### src/rtl/uart_tx_arbiter_if.sv
// uart_tx_arbiter_if: requester valid/ready/data bus plus UART TX data/valid/busy and status; master=sources+TX side, slave=arbiter
interface uart_tx_arbiter_if #(
  parameter int DATA_WIDTH = 8,
  parameter int NUM_REQ    = 4
);
  logic [NUM_REQ-1:0]            REQ_VALID;
  logic [NUM_REQ*DATA_WIDTH-1:0] REQ_DATA;
  logic [NUM_REQ-1:0]            REQ_READY;
  logic [DATA_WIDTH-1:0]         TX_P_DATA;
  logic                          TX_DATA_VALID;
  logic                          TX_BUSY;
  logic [NUM_REQ-1:0]            GRANT;
  logic                          CTRL_BUSY;
  logic                          TIMEOUT_ERR;
  modport master (
    output REQ_VALID, REQ_DATA, TX_BUSY,
    input  REQ_READY, TX_P_DATA, TX_DATA_VALID, GRANT, CTRL_BUSY, TIMEOUT_ERR
  );
  modport slave (
    input  REQ_VALID, REQ_DATA, TX_BUSY,
    output REQ_READY, TX_P_DATA, TX_DATA_VALID, GRANT, CTRL_BUSY, TIMEOUT_ERR
  );
endinterface

### src/rtl/uart_tx_arbiter.sv
// uart_tx_arbiter: round-robin share of one UART TX among NUM_REQ byte sources; ports CLK, RST (async high), bus (slave: requests in, TX launch/status out)
module uart_tx_arbiter #(
  parameter int DATA_WIDTH   = 8,
  parameter int NUM_REQ      = 4,
  parameter int BUSY_TIMEOUT = 16
) (
  input logic             CLK,
  input logic             RST,
  uart_tx_arbiter_if.slave bus
);
  localparam int PW = $clog2(NUM_REQ);
  localparam int CW = $clog2(BUSY_TIMEOUT);
  localparam logic [1:0] IDLE      = 2'd0;
  localparam logic [1:0] LAUNCH    = 2'd1;
  localparam logic [1:0] WAIT_BUSY = 2'd2;
  localparam logic [1:0] WAIT_DONE = 2'd3;
  logic [1:0]         state, nxt;
  logic [PW-1:0]      ptr, sel;
  logic [CW-1:0]      cnt;
  logic               found, grant, timeout;
  logic [NUM_REQ-1:0] sel_oh;
  always_comb begin
    sel   = ptr;
    found = 1'b0;
    for (int k = 0; k < NUM_REQ; k++) begin
      if (!found && bus.REQ_VALID[(int'(ptr) + k) % NUM_REQ]) begin
        sel   = PW'((int'(ptr) + k) % NUM_REQ);
        found = 1'b1;
      end
    end
  end
  assign grant   = state == IDLE && found && !bus.TX_BUSY;
  assign sel_oh  = NUM_REQ'(1) << sel;
  assign timeout = cnt == CW'(BUSY_TIMEOUT - 1);
  always_comb
    nxt = state == IDLE      ? (grant ? LAUNCH : IDLE) :
          state == LAUNCH    ? WAIT_BUSY :
          state == WAIT_BUSY ? (bus.TX_BUSY ? WAIT_DONE : timeout ? IDLE : WAIT_BUSY) :
                               (bus.TX_BUSY ? WAIT_DONE : IDLE);
  always_ff @(posedge CLK or posedge RST) begin
    if (RST) begin
      state             <= IDLE;
      ptr               <= '0;
      cnt               <= '0;
      bus.REQ_READY     <= '0;
      bus.GRANT         <= '0;
      bus.TX_P_DATA     <= '0;
      bus.TX_DATA_VALID <= 1'b0;
      bus.CTRL_BUSY     <= 1'b0;
      bus.TIMEOUT_ERR   <= 1'b0;
    end else begin
      state             <= nxt;
      bus.CTRL_BUSY     <= nxt != IDLE;
      bus.REQ_READY     <= grant ? sel_oh : '0;
      bus.TX_DATA_VALID <= state == LAUNCH;
      bus.TIMEOUT_ERR   <= state == WAIT_BUSY && !bus.TX_BUSY && timeout;
      cnt               <= state == WAIT_BUSY ? cnt + 1'b1 : '0;
      if (grant) begin
        bus.TX_P_DATA <= bus.REQ_DATA[sel*DATA_WIDTH +: DATA_WIDTH];
        bus.GRANT     <= sel_oh;
        ptr           <= sel == PW'(NUM_REQ - 1) ? '0 : sel + 1'b1;
      end else if (nxt == IDLE) begin
        bus.GRANT <= '0;
      end
    end
  end
endmodule

### src/flat_wrapper.sv
// flat-port wrapper written by rule: the top's interface ports become plain ports
module uart_tx_arbiter_flat 
#(
  parameter int DATA_WIDTH   = 8,
  parameter int NUM_REQ      = 4,
  parameter int BUSY_TIMEOUT = 16
)
  (CLK, RST, bus_REQ_VALID, bus_REQ_DATA, bus_TX_BUSY, bus_REQ_READY, bus_TX_P_DATA, bus_TX_DATA_VALID, bus_GRANT, bus_CTRL_BUSY, bus_TIMEOUT_ERR);
  uart_tx_arbiter_if #(.DATA_WIDTH(DATA_WIDTH), .NUM_REQ(NUM_REQ)) bus_i ();
  input logic CLK;
  input logic RST;
  input wire logic [$bits(bus_i.REQ_VALID)-1:0] bus_REQ_VALID;
  input wire logic [$bits(bus_i.REQ_DATA)-1:0] bus_REQ_DATA;
  input wire logic [$bits(bus_i.TX_BUSY)-1:0] bus_TX_BUSY;
  output wire logic [$bits(bus_i.REQ_READY)-1:0] bus_REQ_READY;
  output wire logic [$bits(bus_i.TX_P_DATA)-1:0] bus_TX_P_DATA;
  output wire logic [$bits(bus_i.TX_DATA_VALID)-1:0] bus_TX_DATA_VALID;
  output wire logic [$bits(bus_i.GRANT)-1:0] bus_GRANT;
  output wire logic [$bits(bus_i.CTRL_BUSY)-1:0] bus_CTRL_BUSY;
  output wire logic [$bits(bus_i.TIMEOUT_ERR)-1:0] bus_TIMEOUT_ERR;
  assign bus_i.REQ_VALID = bus_REQ_VALID;
  assign bus_i.REQ_DATA = bus_REQ_DATA;
  assign bus_i.TX_BUSY = bus_TX_BUSY;
  assign bus_REQ_READY = bus_i.REQ_READY;
  assign bus_TX_P_DATA = bus_i.TX_P_DATA;
  assign bus_TX_DATA_VALID = bus_i.TX_DATA_VALID;
  assign bus_GRANT = bus_i.GRANT;
  assign bus_CTRL_BUSY = bus_i.CTRL_BUSY;
  assign bus_TIMEOUT_ERR = bus_i.TIMEOUT_ERR;
  uart_tx_arbiter #(.DATA_WIDTH(DATA_WIDTH), .NUM_REQ(NUM_REQ), .BUSY_TIMEOUT(BUSY_TIMEOUT)) u_core (.CLK(CLK), .RST(RST), .bus(bus_i));
endmodule
### config.mk
export PLATFORM = sky130hd
export DESIGN_NAME = uart_tx_arbiter_flat
export DESIGN_NICKNAME = d
export VERILOG_FILES = /design/src/rtl/uart_tx_arbiter_if.sv /design/src/rtl/uart_tx_arbiter.sv /design/src/flat_wrapper.sv
export SDC_FILE = /design/constraint.sdc
export NUM_CORES = 1
export LEC_CHECK = 0
export CELL_PAD_IN_SITES_DETAIL_PLACEMENT = 1
export CELL_PAD_IN_SITES_GLOBAL_PLACEMENT = 1
export CORE_MARGIN = 2
export CORE_UTILIZATION = 34
export CTS_CLUSTER_SIZE = 24
export DETAILED_ROUTE_END_ITERATION = 10
export GPL_TIMING_DRIVEN = 0
export PLACE_DENSITY = 0.92
export SYNTH_ARGS = -nofsm -noshare
export SYNTH_HDL_FRONTEND = slang
export SYNTH_SLANG_ARGS = --single-unit
### constraint.sdc
create_clock -name CLK -period 3.23 [get_ports CLK]
set_input_delay 0.8075 -clock CLK [delete_from_list [all_inputs] [get_ports CLK]]
set_output_delay 0.8075 -clock CLK [all_outputs]
set_load 0.02 [all_outputs]
==> impl_metrics.env, run 1 <==
export IMPL_grt_max_degree=28
export IMPL_placed_area_um2=1970
export IMPL_multi_input_area_um2=613
export IMPL_dp_hpwl_mm=3.09
export IMPL_yosysSeqAreaShare_pct=50.3
export IMPL_startpoint_type="input pin"
export IMPL_design_core_area_um2=3720
export IMPL_cts_buffers=3
export IMPL_layout_common_cells="clkdlybuf4s50_1, dfrtp_1, mux2i_1"
export IMPL_critPathBufInv=4
export IMPL_path_class="input pin to flop"
export IMPL_vdd_ir_drop_max_v=0.000455
export IMPL_pin_count=58
export IMPL_drcViolationCount=0
export IMPL_stdcell_area_um2=2020
export IMPL_cp_top_family="buffers and inverters"
export IMPL_htreeDepth=1
export IMPL_postSynthAreaPerCell_um2=11.3
export IMPL_dr_first_iter_drc_count=40
export IMPL_place_gp_congestion=0.766
export IMPL_overflow=0
export IMPL_cts_resized=0
export IMPL_cts_sinks=27
export IMPL_drtPass1Iterations=4
export IMPL_yosysTopAreaCell="dfrtp_1"
export IMPL_drive_gt1_share_pct=6.67
export IMPL_nets=225
export IMPL_cts_tree="done"
export IMPL_rows=22
export IMPL_status="complete, no violations"
export IMPL_yosys_warnings=0
export IMPL_cp_arrival_ns=2.77
export IMPL_fin_worst_skew_ns=0.00243
export IMPL_timing_fmax_ghz=0.384
export IMPL_routedWlPerCell_um=16.8
export IMPL_leakage_uw=0.000931
export IMPL_start_util_pct=36.1
export IMPL_slew_viol_final=0
export IMPL_hold_violations=0
export IMPL_power_density_nw_per_um2=750
export IMPL_crit_chain="clkdlybuf4s50_1 > nor2b_1 > o21ai_0 > o21ai_2 > buf_6 > buf_12 > inv_1 > ha_1 > and2_1 > a21o_1"
export IMPL_grt_pass1_vias=1316
export IMPL_syn2layout_area_growth_pct=50.3
export IMPL_fin_tns_setup_ns=0
export IMPL_clock_latency_ns=0.27
export IMPL_ys_types=29
export IMPL_wirelength_mm=3.84
export IMPL_synth_top_area_share_pct=50.3
export IMPL_vias_per_cell=5.11
export IMPL_die_area_um2=4470
export IMPL_cp_slowest_cell="clkdlybuf4s50_1"
export IMPL_grt_pass1_wl_mm=6.10
export IMPL_synthesis_nets=163
export IMPL_final_common_cell="clkdlybuf4s50_1"
export IMPL_rsz0062_at_grt="no"
export IMPL_worstSetupEndpointType="flop"
export IMPL_hold_buffers=0
export IMPL_ys_ff_latch=27
export IMPL_clk_pin_slew_ns=0.09
export IMPL_fill_cells=415
export IMPL_hold_class="flop to flop"
export IMPL_root_buffer="clkbuf_8"
export IMPL_relSlewSlack_pct=32.3
export IMPL_postCtsSetupBuffers=0
export IMPL_post_route_period_util_pct=80.7
export IMPL_portBuffers=57
export IMPL_netlist_area_um2=1340
export IMPL_grt_antenna_before_repair=0
export IMPL_die_x_um=66.8
export IMPL_slowest_delay_ns=0.58
export IMPL_crit_fanout=11
export IMPL_drtAntennaViolNets=0
export IMPL_whs_ns=0.484
export IMPL_cp_required_ns=3.40
export IMPL_fin_crit_ns=2.61
export IMPL_syn_instance_count=119
export IMPL_netlist_top_cells_area="dfrtp_1, mux2i_1, o221ai_1"
export IMPL_regArea_um2=676
export IMPL_maxCapViolCount=0
export IMPL_grt_use_total_pct=18.5
export IMPL_worstMarginPinSlew_ns=1.02
export IMPL_cts_buffer_depth=2
export IMPL_n_antenna_cell=0
export IMPL_finalSetupViolations=0
export IMPL_dieHeight_um=66.8
export IMPL_num_vias=1166
==> per-layer routing <==
metal	GRT usage, %	part of all wire [%]
met5	0	0
met4	5.36	1.1
met3	2.53	4.9
met2	36.8	54
met1	19.9	40
==> sequential cells by signal, indices dropped and copies added (netlist names) <==
| name | cells |
|---|---|
| u_core.bus.CTRL_BUSY | 1 |
| u_core.bus.GRANT | 4 |
| u_core.bus.REQ_READY | 4 |
| u_core.bus.TIMEOUT_ERR | 1 |
| u_core.bus.TX_DATA_VALID | 1 |
| u_core.bus.TX_P_DATA | 8 |
| u_core.cnt | 4 |
| u_core.ptr | 2 |
| u_core.state | 2 |
==> cells in the mapped netlist (all sizes together) <==
library cell  instances
nor2                  6
nand2                15
ha                    5
nand3b                1
mux2i                16
buf                   2
nor3                  2
a21boi                1
nor2b                 2
a21o                  5
inv                   6
or2                   1
dfrtp                27
and2                  4
a21oi                 2
and3                  1
o221ai                8
a31oi                 1
o41ai                 1
xor2                  1
nand3                 2
o221a                 1
o31ai                 1
o21ai                 7
xnor2                 1
==> logic make-up (layout without fill, tap and decap cells) <==
logic type,count (synthesis),count (layout),share of synthesized area (%)
compound gates,27,27,15.6
simple gates,34,34,12.2
buf+inv,8,69,4.01
flops,27,27,50.3
xor+xnor,2,2,1.30
fa+ha+maj,5,5,4.66
mux,16,16,11.9
==> layout make-up <==
class	count	share of cell area [%]
Buffer	2	1.55
Inverter	6	1.12
Multi-Input combinational cell	84	30.4
Tap cell	48	2.98
Sequential cell	27	33.5
Clock buffer	4	2.23
Timing Repair Buffer	57	28.3
==> power breakdown <==
part / total [uW] / internal, uW / leakage (uW) / switching (uW)
logic: 776 / 371 / 0.000557 / 404
clock network: 192 / 88.4 / 0.0000228 / 103
registers: 546 / 455 / 0.000351 / 91.0
total: 1510 / 915 / 0.000931 / 599
==> final timing paths <==
kind / from / to / slack [ns] / cells after the start
max: bus_REQ_VALID[2] / u_core.bus.GRANT[1] / 0.62 / 10
min: u_core.bus.GRANT[3] / u_core.bus.GRANT[3] / 0.48 / 1
max in group asynchronous: RST / u_core.bus.GRANT[0] / 1.55 / 2
max reg2reg: u_core.ptr[0] / u_core.bus.GRANT[1] / 1.38 / 9
min reg2reg: u_core.bus.GRANT[3] / u_core.bus.GRANT[3] / 0.48 / 1
min in group asynchronous: RST / u_core.cnt[2] / 1.08 / 2
==> per-stage QoR <==
stage                     instances  util (%)  total power (uW)  setup slack (ns)
final                           228      54.3              1510             0.624
after global routing            228      54.3              1610             0.587
after floorplan                 119         -               987              1.22
after detailed placement        224      53.1              1330             0.380
after global placement          224      53.1              1280             0.523
after CTS                       228      54.3              1530             0.664
Power figures use the tool's default switching activity.
==> run 2: changes to the inputs <==
Settings changed: CORE_UTILIZATION 34 to 28, PLACE_DENSITY 0.92 to 0.82.
Clock period 3.23 ns to 2.2 ns, I/O delays scaled along.
==> run 2 against run 1 <==
Effect of this change:
- combinational power rose by 46%
- cell count rose by 3.1%
- clock skew is 0.0015 ns higher
- via count decreased by 0.77%
- register-to-register slack got worse by 0.92 ns
- die area up 20%
- design area rose by 1.7%
- hold slack worse by 0.0037 ns
- critical endpoint unchanged
- power increased by 46%
- sequential share of layout area fell by 0.57 points
==> impl_metrics.env, run 2 (synthesis gave the netlist of run 1 again) <==
export IMPL_wirelength_mm=3.59
export IMPL_cp_arrival_ns=2.29
export IMPL_grt_pass1_wl_mm=5.54
export IMPL_vias_per_cell=4.92
export IMPL_grt_max_degree=28
export IMPL_fin_tns_setup_ns=0
export IMPL_hold_class="flop to flop"
export IMPL_rows=25
export IMPL_design_core_area_um2=4660
export IMPL_cts_buffer_depth=2
export IMPL_cts_sinks=27
export IMPL_die_area_um2=5360
export IMPL_path_class="input pin to flop"
export IMPL_regMostFlops="u_core.bus.TX_P_DATA"
export IMPL_drcViolationCount=0
export IMPL_overflow=0
export IMPL_slew_viol_final=0
export IMPL_grt_pass1_vias=1159
export IMPL_p_total_uw=2210
export IMPL_power_density_nw_per_um2=1070
export IMPL_drtAntennaViolNets=0
export IMPL_portBuffers=57
export IMPL_fin_worst_skew_ns=0.00395
export IMPL_worstMarginPinSlew_ns=1.05
export IMPL_cp_required_ns=2.37
export IMPL_leakage_uw=0.000950
export IMPL_hold_violations=0
export IMPL_grt_use_total_pct=13.6
export IMPL_cts_buffers=3
export IMPL_final_common_cell="clkdlybuf4s50_1"
export IMPL_grt_antenna_before_repair=0
export IMPL_finalSetupViolations=0
export IMPL_startpoint_type="input pin"
export IMPL_place_gp_congestion=0.699
export IMPL_root_buffer="clkbuf_8"
export IMPL_dp_hpwl_mm=2.77
export IMPL_fin_crit_ns=2.12
export IMPL_clk_pin_slew_ns=0.10
export IMPL_clock_latency_ns=0.27
export IMPL_nets=226
export IMPL_num_vias=1157
export IMPL_status="complete, no violations"
export IMPL_whs_ns=0.480
export IMPL_relSlewSlack_pct=30.0
export IMPL_layout_common_cells="clkdlybuf4s50_1, dfrtp_1, mux2i_1"
export IMPL_worstSetupEndpointType="flop"
export IMPL_crit_fanout=11
export IMPL_drtPass1Iterations=4
export IMPL_syn2layout_area_growth_pct=52.9
export IMPL_routedWlPerCell_um=15.3
export IMPL_dr_first_iter_drc_count=41
export IMPL_n_antenna_cell=0
export IMPL_die_x_um=73.2
export IMPL_fill_cells=512
export IMPL_pin_count=58
export IMPL_post_route_period_util_pct=96.2
export IMPL_maxCapViolCount=0
export IMPL_htreeDepth=1
export IMPL_rsz0062_at_grt="no"
export IMPL_vdd_ir_drop_max_v=0.000400
export IMPL_cts_tree="done"
export IMPL_start_util_pct=28.8
export IMPL_largest_register_ffs=8
export IMPL_drive_gt1_share_pct=8.29
export IMPL_timing_fmax_ghz=0.473
export IMPL_dieHeight_um=73.2
-- run 2: path summary, 6_finish.rpt --
kind	startpoint	end	slack, ns	cells past startpoint
worst min-delay path	u_core.cnt[0]	u_core.cnt[0]	0.48	1
max in group asynchronous	RST	u_core.state[0]	0.74	2
worst min register to register	u_core.cnt[0]	u_core.cnt[0]	0.48	1
worst max-delay path	bus_REQ_VALID[1]	u_core.bus.GRANT[1]	0.08	9
min in group asynchronous	RST	u_core.bus.TX_P_DATA[6]	0.83	2
worst max register to register	u_core.state[1]	u_core.bus.TX_P_DATA[3]	0.46	4
-- run 2: through the flow --
| step | util [%] | cell area [um2] | worst slack, ns | std cells |
|---|---|---|---|---|
| global route | 44.1 | 2050 | 0.0214 | 235 |
| detailed placement | 42.5 | 1980 | -0.359 | 230 |
| CTS | 43.5 | 2030 | 0.00906 | 234 |
| floorplan | - | 1340 | 0.444 | 119 |
| finish | 44.1 | 2050 | 0.0839 | 235 |
| global placement | 42.5 | 1980 | -0.384 | 230 |
-- run 2: area by class of cell --
class / instances / area, um2 / area share, %
Buffer: 2 / 31.3 / 1.52
Clock buffer: 3 / 41.3 / 2.01
Clock inverter: 1 / 7.51 / 0.366
Inverter: 6 / 22.5 / 1.10
Multi-Input combinational cell: 84 / 629 / 30.7
Sequential cell: 27 / 676 / 32.9
Tap cell: 54 / 67.6 / 3.29
Timing Repair Buffer: 58 / 578 / 28.2
-- run 2: routing by layer --
metal | routed length (um) | global-route usage (%) | share of wire, %
met1 | 1560 | 18.3 | 43
met2 | 1820 | 21.1 | 51
met3 | 159 | 3.04 | 4.4
met4 | 46 | 5.14 | 1.3
met5 | 0 | 0 | 0
-- run 2: power breakdown --
part	switching, uW	internal [uW]	total (uW)
Sequential	120	668	788
Clock	158	129	286
Combinational	578	554	1130
-- run 2: repair_timing --
item,in CTS,in global routing
gates resized for setup,2,3
buffers inserted,0,1
endpoints found under the setup margin,3,6
cloned,0,0
hold buffers,0,0
-- run 2: critical path, cell delays in order --
cell,delay (ns)
clkdlybuf4s50_1,0.51
a21o_1,0.21
o21ai_2,0.14
buf_6,0.19
buf_12,0.16
inv_1,0.06
ha_1,0.17
and2_1,0.15
a21o_1,0.15
==> run 3: changes to the inputs <==
Settings changed: CORE_UTILIZATION 28 to 34, MAX_ROUTING_LAYER set to met4, PLACE_DENSITY 0.82 to 0.92.
Clock period 2.2 ns to 2.6 ns, I/O delays scaled along.
==> run 3 against run 2 <==
Effect of this change:
- sequential share of layout area is 0.57 points higher
- first-iteration DRC count decreased by 2.4%
- design area is 1.7% lower
- wire length is 7.4% higher
- cell count fell by 3.0%
- clock skew is 0.0022 ns lower
- flip-flop and latch count unchanged
- sequential power down 14%
- worst setup slack gained 0.067 ns
- count of clock-buffer cells in the layout rose by 1
- non-clock buffer count down 1
- register-to-register slack better by 0.28 ns
- largest cell class unchanged
==> impl_metrics.env, run 3 (synthesis gave the netlist of run 1 again) <==
export IMPL_die_x_um=66.8
export IMPL_finalSetupViolations=0
export IMPL_cp_arrival_ns=2.62
export IMPL_drtPass1Iterations=4
export IMPL_postCtsSetupBuffers=0
export IMPL_critPathBufInv=4
export IMPL_num_vias=1164
export IMPL_startpoint_type="input pin"
export IMPL_dr_first_iter_drc_count=40
export IMPL_relSlewSlack_pct=32.2
export IMPL_reg2reg_slack_ns=0.74
export IMPL_fill_cells=415
export IMPL_nets=225
export IMPL_leakage_uw=0.000931
export IMPL_slew_viol_final=0
export IMPL_path_class="input pin to flop"
export IMPL_cts_tree="done"
export IMPL_slowest_delay_ns=0.58
export IMPL_pin_count=58
export IMPL_grt_pass1_wl_mm=6.10
export IMPL_design_core_area_um2=3720
export IMPL_grt_pass1_vias=1315
export IMPL_rows=22
export IMPL_ff2ff_path_depth=9
export IMPL_die_area_um2=4470
export IMPL_worstMarginPinSlew_ns=1.02
export IMPL_crit_chain="clkdlybuf4s50_1 > nor2b_1 > o21ai_0 > o21ai_2 > buf_6 > buf_12 > inv_1 > ha_1 > and2_1 > a21o_1"
export IMPL_maxCapViolCount=0
export IMPL_vdd_ir_drop_max_v=0.000565
export IMPL_syn2layout_area_growth_pct=50.3
export IMPL_status="complete, no violations"
export IMPL_wirelength_mm=3.85
export IMPL_worstReg2RegStart="u_core.ptr[0]"
export IMPL_worstSetupEndpointType="flop"
export IMPL_p_total_uw=1880
export IMPL_drtAntennaViolNets=0
export IMPL_power_density_nw_per_um2=932
export IMPL_cp_required_ns=2.77
export IMPL_hold_class="flop to flop"
export IMPL_start_util_pct=36.1
export IMPL_power_frac_seq_pct=36.1
export IMPL_overflow=0
export IMPL_dp_hpwl_mm=3.09
export IMPL_grt_use_total_pct=19.0
export IMPL_min_to="u_core.bus.GRANT[3]"
export IMPL_root_buffer="clkbuf_8"
export IMPL_drive_gt1_share_pct=6.67
export IMPL_layout_common_cells="clkdlybuf4s50_1, dfrtp_1, mux2i_1"
export IMPL_switchingPower_uw=744
export IMPL_largest_register_ffs=8
export IMPL_whs_ns=0.484
export IMPL_portBuffers=57
export IMPL_vias_per_cell=5.11
export IMPL_final_common_cell="clkdlybuf4s50_1"
export IMPL_worstReg2RegEnd="u_core.bus.GRANT[1]"
export IMPL_cts_sinks=27
export IMPL_final_core_util_pct=54.3
export IMPL_fin_crit_ns=2.45
export IMPL_regMostFlops="u_core.bus.TX_P_DATA"
export IMPL_crit_fanout=11
export IMPL_internal_power_uw=1140
export IMPL_cts_resized=0
export IMPL_hold_violations=0
export IMPL_whs_path_depth=1
export IMPL_rsz0062_at_grt="no"
export IMPL_cp_slowest_cell="clkdlybuf4s50_1"
export IMPL_final_setup_worst_slack_ns=0.151
export IMPL_min_from="u_core.bus.GRANT[3]"
export IMPL_dp_slack_ns=-0.0921
export IMPL_sw_frac_of_total_pct=39.6
export IMPL_n_antenna_cell=0
export IMPL_timing_fmax_ghz=0.408
export IMPL_htreeDepth=1
export IMPL_hold_buffers=0
export IMPL_routedWlPerCell_um=16.9
export IMPL_clk_pin_slew_ns=0.09
export IMPL_cts_buffers=3
export IMPL_dieHeight_um=66.8
export IMPL_cts_buffer_depth=2
export IMPL_cp_top_family="buffers and inverters"
export IMPL_share_comb_of_total_power_pct=51.2
export IMPL_place_gp_congestion=0.776
export IMPL_drcViolationCount=0
export IMPL_post_route_period_util_pct=94.2
export IMPL_clockPowerShare_pct=12.7
export IMPL_fin_worst_skew_ns=0.00172
export IMPL_grt_max_degree=28
export IMPL_grt_antenna_before_repair=0
export IMPL_clock_latency_ns=0.27
==> run 3: how the worst max path moves through the flow <==
stage,to,depth (start not counted),from
6_report,u_core.bus.GRANT[1],10,bus_REQ_VALID[2]
2_1_floorplan,u_core.bus.GRANT[3],8,bus_REQ_VALID[2]
3_5_place_dp,u_core.bus.GRANT[0],10,bus_REQ_VALID[2]
5_1_grt,u_core.bus.GRANT[0],10,bus_REQ_VALID[2]
4_1_cts,u_core.bus.GRANT[0],10,bus_REQ_VALID[2]
3_3_place_gp,u_core.bus.GRANT[0],10,bus_REQ_VALID[3]
==> run 3: final cells by class <==
type / instances / area [um2] / share of cell area, %
Sequential cell: 27 / 676 / 33.5
Multi-Input combinational cell: 84 / 613 / 30.4
Timing Repair Buffer: 57 / 571 / 28.3
Tap cell: 48 / 60.1 / 2.98
Clock buffer: 4 / 45.0 / 2.23
Buffer: 2 / 31.3 / 1.55
Inverter: 6 / 22.5 / 1.12
==> run 3: through the flow <==
stage	cells	cell area (um2)	TNS, ns
4_1_cts	228	2020	0
5_1_grt	228	2020	0
3_5_place_dp	224	1970	-0.183
2_1_floorplan	119	1340	0
3_3_place_gp	224	1970	0
6_report	228	2020	0
==> run 3: per-layer routing <==
metal	global-route usage [%]	wire length (um)	vias up
li1	-	-	546
met1	20.2	1540	574
met2	36.8	2090	39
met3	2.03	174	5
met4	5.36	44	0
met5	-	0	-
==> run 3: power by group through the flow <==
stage	logic, uW	clock network (uW)	registers (uW)
final	964	239	678
after global routing	1050	260	695
after CTS	975	241	680
after detailed placement	968	0	688
after global placement	918	0	666
after floorplan	450	0	777
==> run 3: worst register-to-register path: stages (launching register included) <==
cell and delay, ns:
dfrtp_1 0.41, nor2b_1 0.19, o21ai_0 0.15, o21ai_2 0.10, buf_6 0.19, buf_12 0.17, inv_1 0.07, ha_1 0.17
and2_1 0.15, a21o_1 0.15
==> variant (settings of run 2) <==
`BUSY_TIMEOUT` is set to 16 in 2 places; all go to 8.
--- a/src/rtl/uart_tx_arbiter.sv
+++ b/src/rtl/uart_tx_arbiter.sv
@@ -2,7 +2,7 @@
 module uart_tx_arbiter #(
   parameter int DATA_WIDTH   = 8,
   parameter int NUM_REQ      = 4,
-  parameter int BUSY_TIMEOUT = 16
+  parameter int BUSY_TIMEOUT = 8
 ) (
   input logic             CLK,
   input logic             RST,
--- a/src/flat_wrapper.sv
+++ b/src/flat_wrapper.sv
@@ -3,7 +3,7 @@
 #(
   parameter int DATA_WIDTH   = 8,
   parameter int NUM_REQ      = 4,
-  parameter int BUSY_TIMEOUT = 16
+  parameter int BUSY_TIMEOUT = 8
 )
   (CLK, RST, bus_REQ_VALID, bus_REQ_DATA, bus_TX_BUSY, bus_REQ_READY, bus_TX_P_DATA, bus_TX_DATA_VALID, bus_GRANT, bus_CTRL_BUSY, bus_TIMEOUT_ERR);
   uart_tx_arbiter_if #(.DATA_WIDTH(DATA_WIDTH), .NUM_REQ(NUM_REQ)) bus_i ();
Function: no difference found for any inputs over 4 cycles, from zero or initial values and one cycle with RST high; that may be too few to reach the edited logic, so the function may still have changed.
==> variant against run 2 <==
Worst setup slack lost 3.9 ps; global-route usage grew 1.7 points; sequential cell count shrank 1; critical path depth shrank 3; area after synthesis grew 6.5%; design area grew 9.6%; highest routed layer unchanged; clock power grew 38%; wire length grew 16%; power grew 13%.
==> variant: results (changes against run 2) <==
| Metric | Value |
|---|---|
| Initial drt markers | 31 (-24%) |
| Placed inst area | 0.002088 mm2 (+5.4%) |
| GP Congestion | 0.7390 (+5.8%) |
| Pin count of the biggest net entering global routing | 27 (-3.6%) |
| Clock Power | 394 uW (+38%) |
| GRT Total Usage | 0.1528 (+0.01709) |
| Remaining DRCs | 0 (unchanged) |
| Area contributors post-synth | dfrtp_1, mux2i_1, ha_1 |
| First-pass GRT wire length | 6.624 mm (+20%) |
| Status | finished, final reports clean |
| Mapped Nets | 177 (+8.6%) |
| Post-synthesis cell type count | 34 (+17%) |
| PD cells | 1112 mW/mm2 (+3.4%) |
| Peak supply drop | 0.0004391 V (+9.9%) |
| Worst path max stage delay | 490 ps (-20 ps) |
| Routed WL per cell | 15.53 um (+1.8%) |
| Power Combinational | 1.32 mW (+17%) |
| Nets@finish | 243 (+7.5%) |
| Worst EP arrival | 2250 ps (-40 ps) |
| Dpl hpwl | 3.052 mm (+10%) |
| First-pass DRT Iterations | 4 (unchanged) |
| Routed vias/inst | 4.813 (-2.2%) |
| Post-synthesis sequential area ratio | 0.4549 (-0.04832) |
| Sw Share | 0.3926 (+0.004689) |
| Post-Route WL | 4.147 mm (+16%) |
| Placed cells | 259 (+13%) |
| Vias in the first global route | 1387 (+20%) |
| Share of post-route cells with drive strength above 1 | 0.1726 (+0.08972) |
| CP Max Fanout | 10 (-1) |
| Setup WS pre-CTS | -647.4 ps (-288.6 ps) |
| Worst-Margin Slew | 958.6 ps (-90.84 ps) |
variant: cell families after synthesis:
| family | Yosys count | synth area share |
|---|---|---|
| compound gates | 39 | 0.2354 |
| fa+ha+maj | 6 | 0.05249 |
| buf+inv | 19 | 0.07261 |
| flops | 26 | 0.4549 |
| mux | 8 | 0.05600 |
| simple gates | 34 | 0.1286 |
variant: worst paths after layout:
| kind | start | endpoint | slack, ps | depth (start not counted) |
|---|---|---|---|---|
| setup / recovery | bus_TX_BUSY | u_core.bus.TX_P_DATA[7] | 80 | 6 |
| hold / removal | u_core.cnt[0] | u_core.cnt[0] | 480 | 1 |
| setup reg to reg | u_core.ptr[1] | u_core.bus.GRANT[2] | 190 | 9 |
| hold reg to reg | u_core.cnt[0] | u_core.cnt[0] | 480 | 1 |
| max in group asynchronous | RST | u_core.ptr[1] | 760 | 2 |
| min in group asynchronous | RST | u_core.bus.GRANT[2] | 790 | 2 |
variant: routing by layer:
metal  track usage  vias up  part of all wire
li1              -      620                 -
met3       0.04101        7             0.057
met1        0.1704      618              0.38
met4       0.04094        0             0.013
met2        0.2850       40              0.55
met5             0        -                 0
variant: layout make-up:
| class | count | area (um2) |
|---|---|---|
| timing repair buffer | 61 | 589.3 |
| buffer | 6 | 56.30 |
| inverter | 13 | 48.80 |
| multi-input combinational | 87 | 744.5 |
| fill | 579 | 2760 |
| clock buffer | 3 | 41.29 |
| tap | 70 | 87.58 |
| clock inverter | 1 | 30.03 |
| sequential | 26 | 651.9 |
variant: repair_timing:
item / 4_1_cts / 5_1_grt
endpoints found under the setup margin: 18 / 11
setup buffers: 4 / 0
pin swaps: 4 / 1
resized for setup: 15 / 14
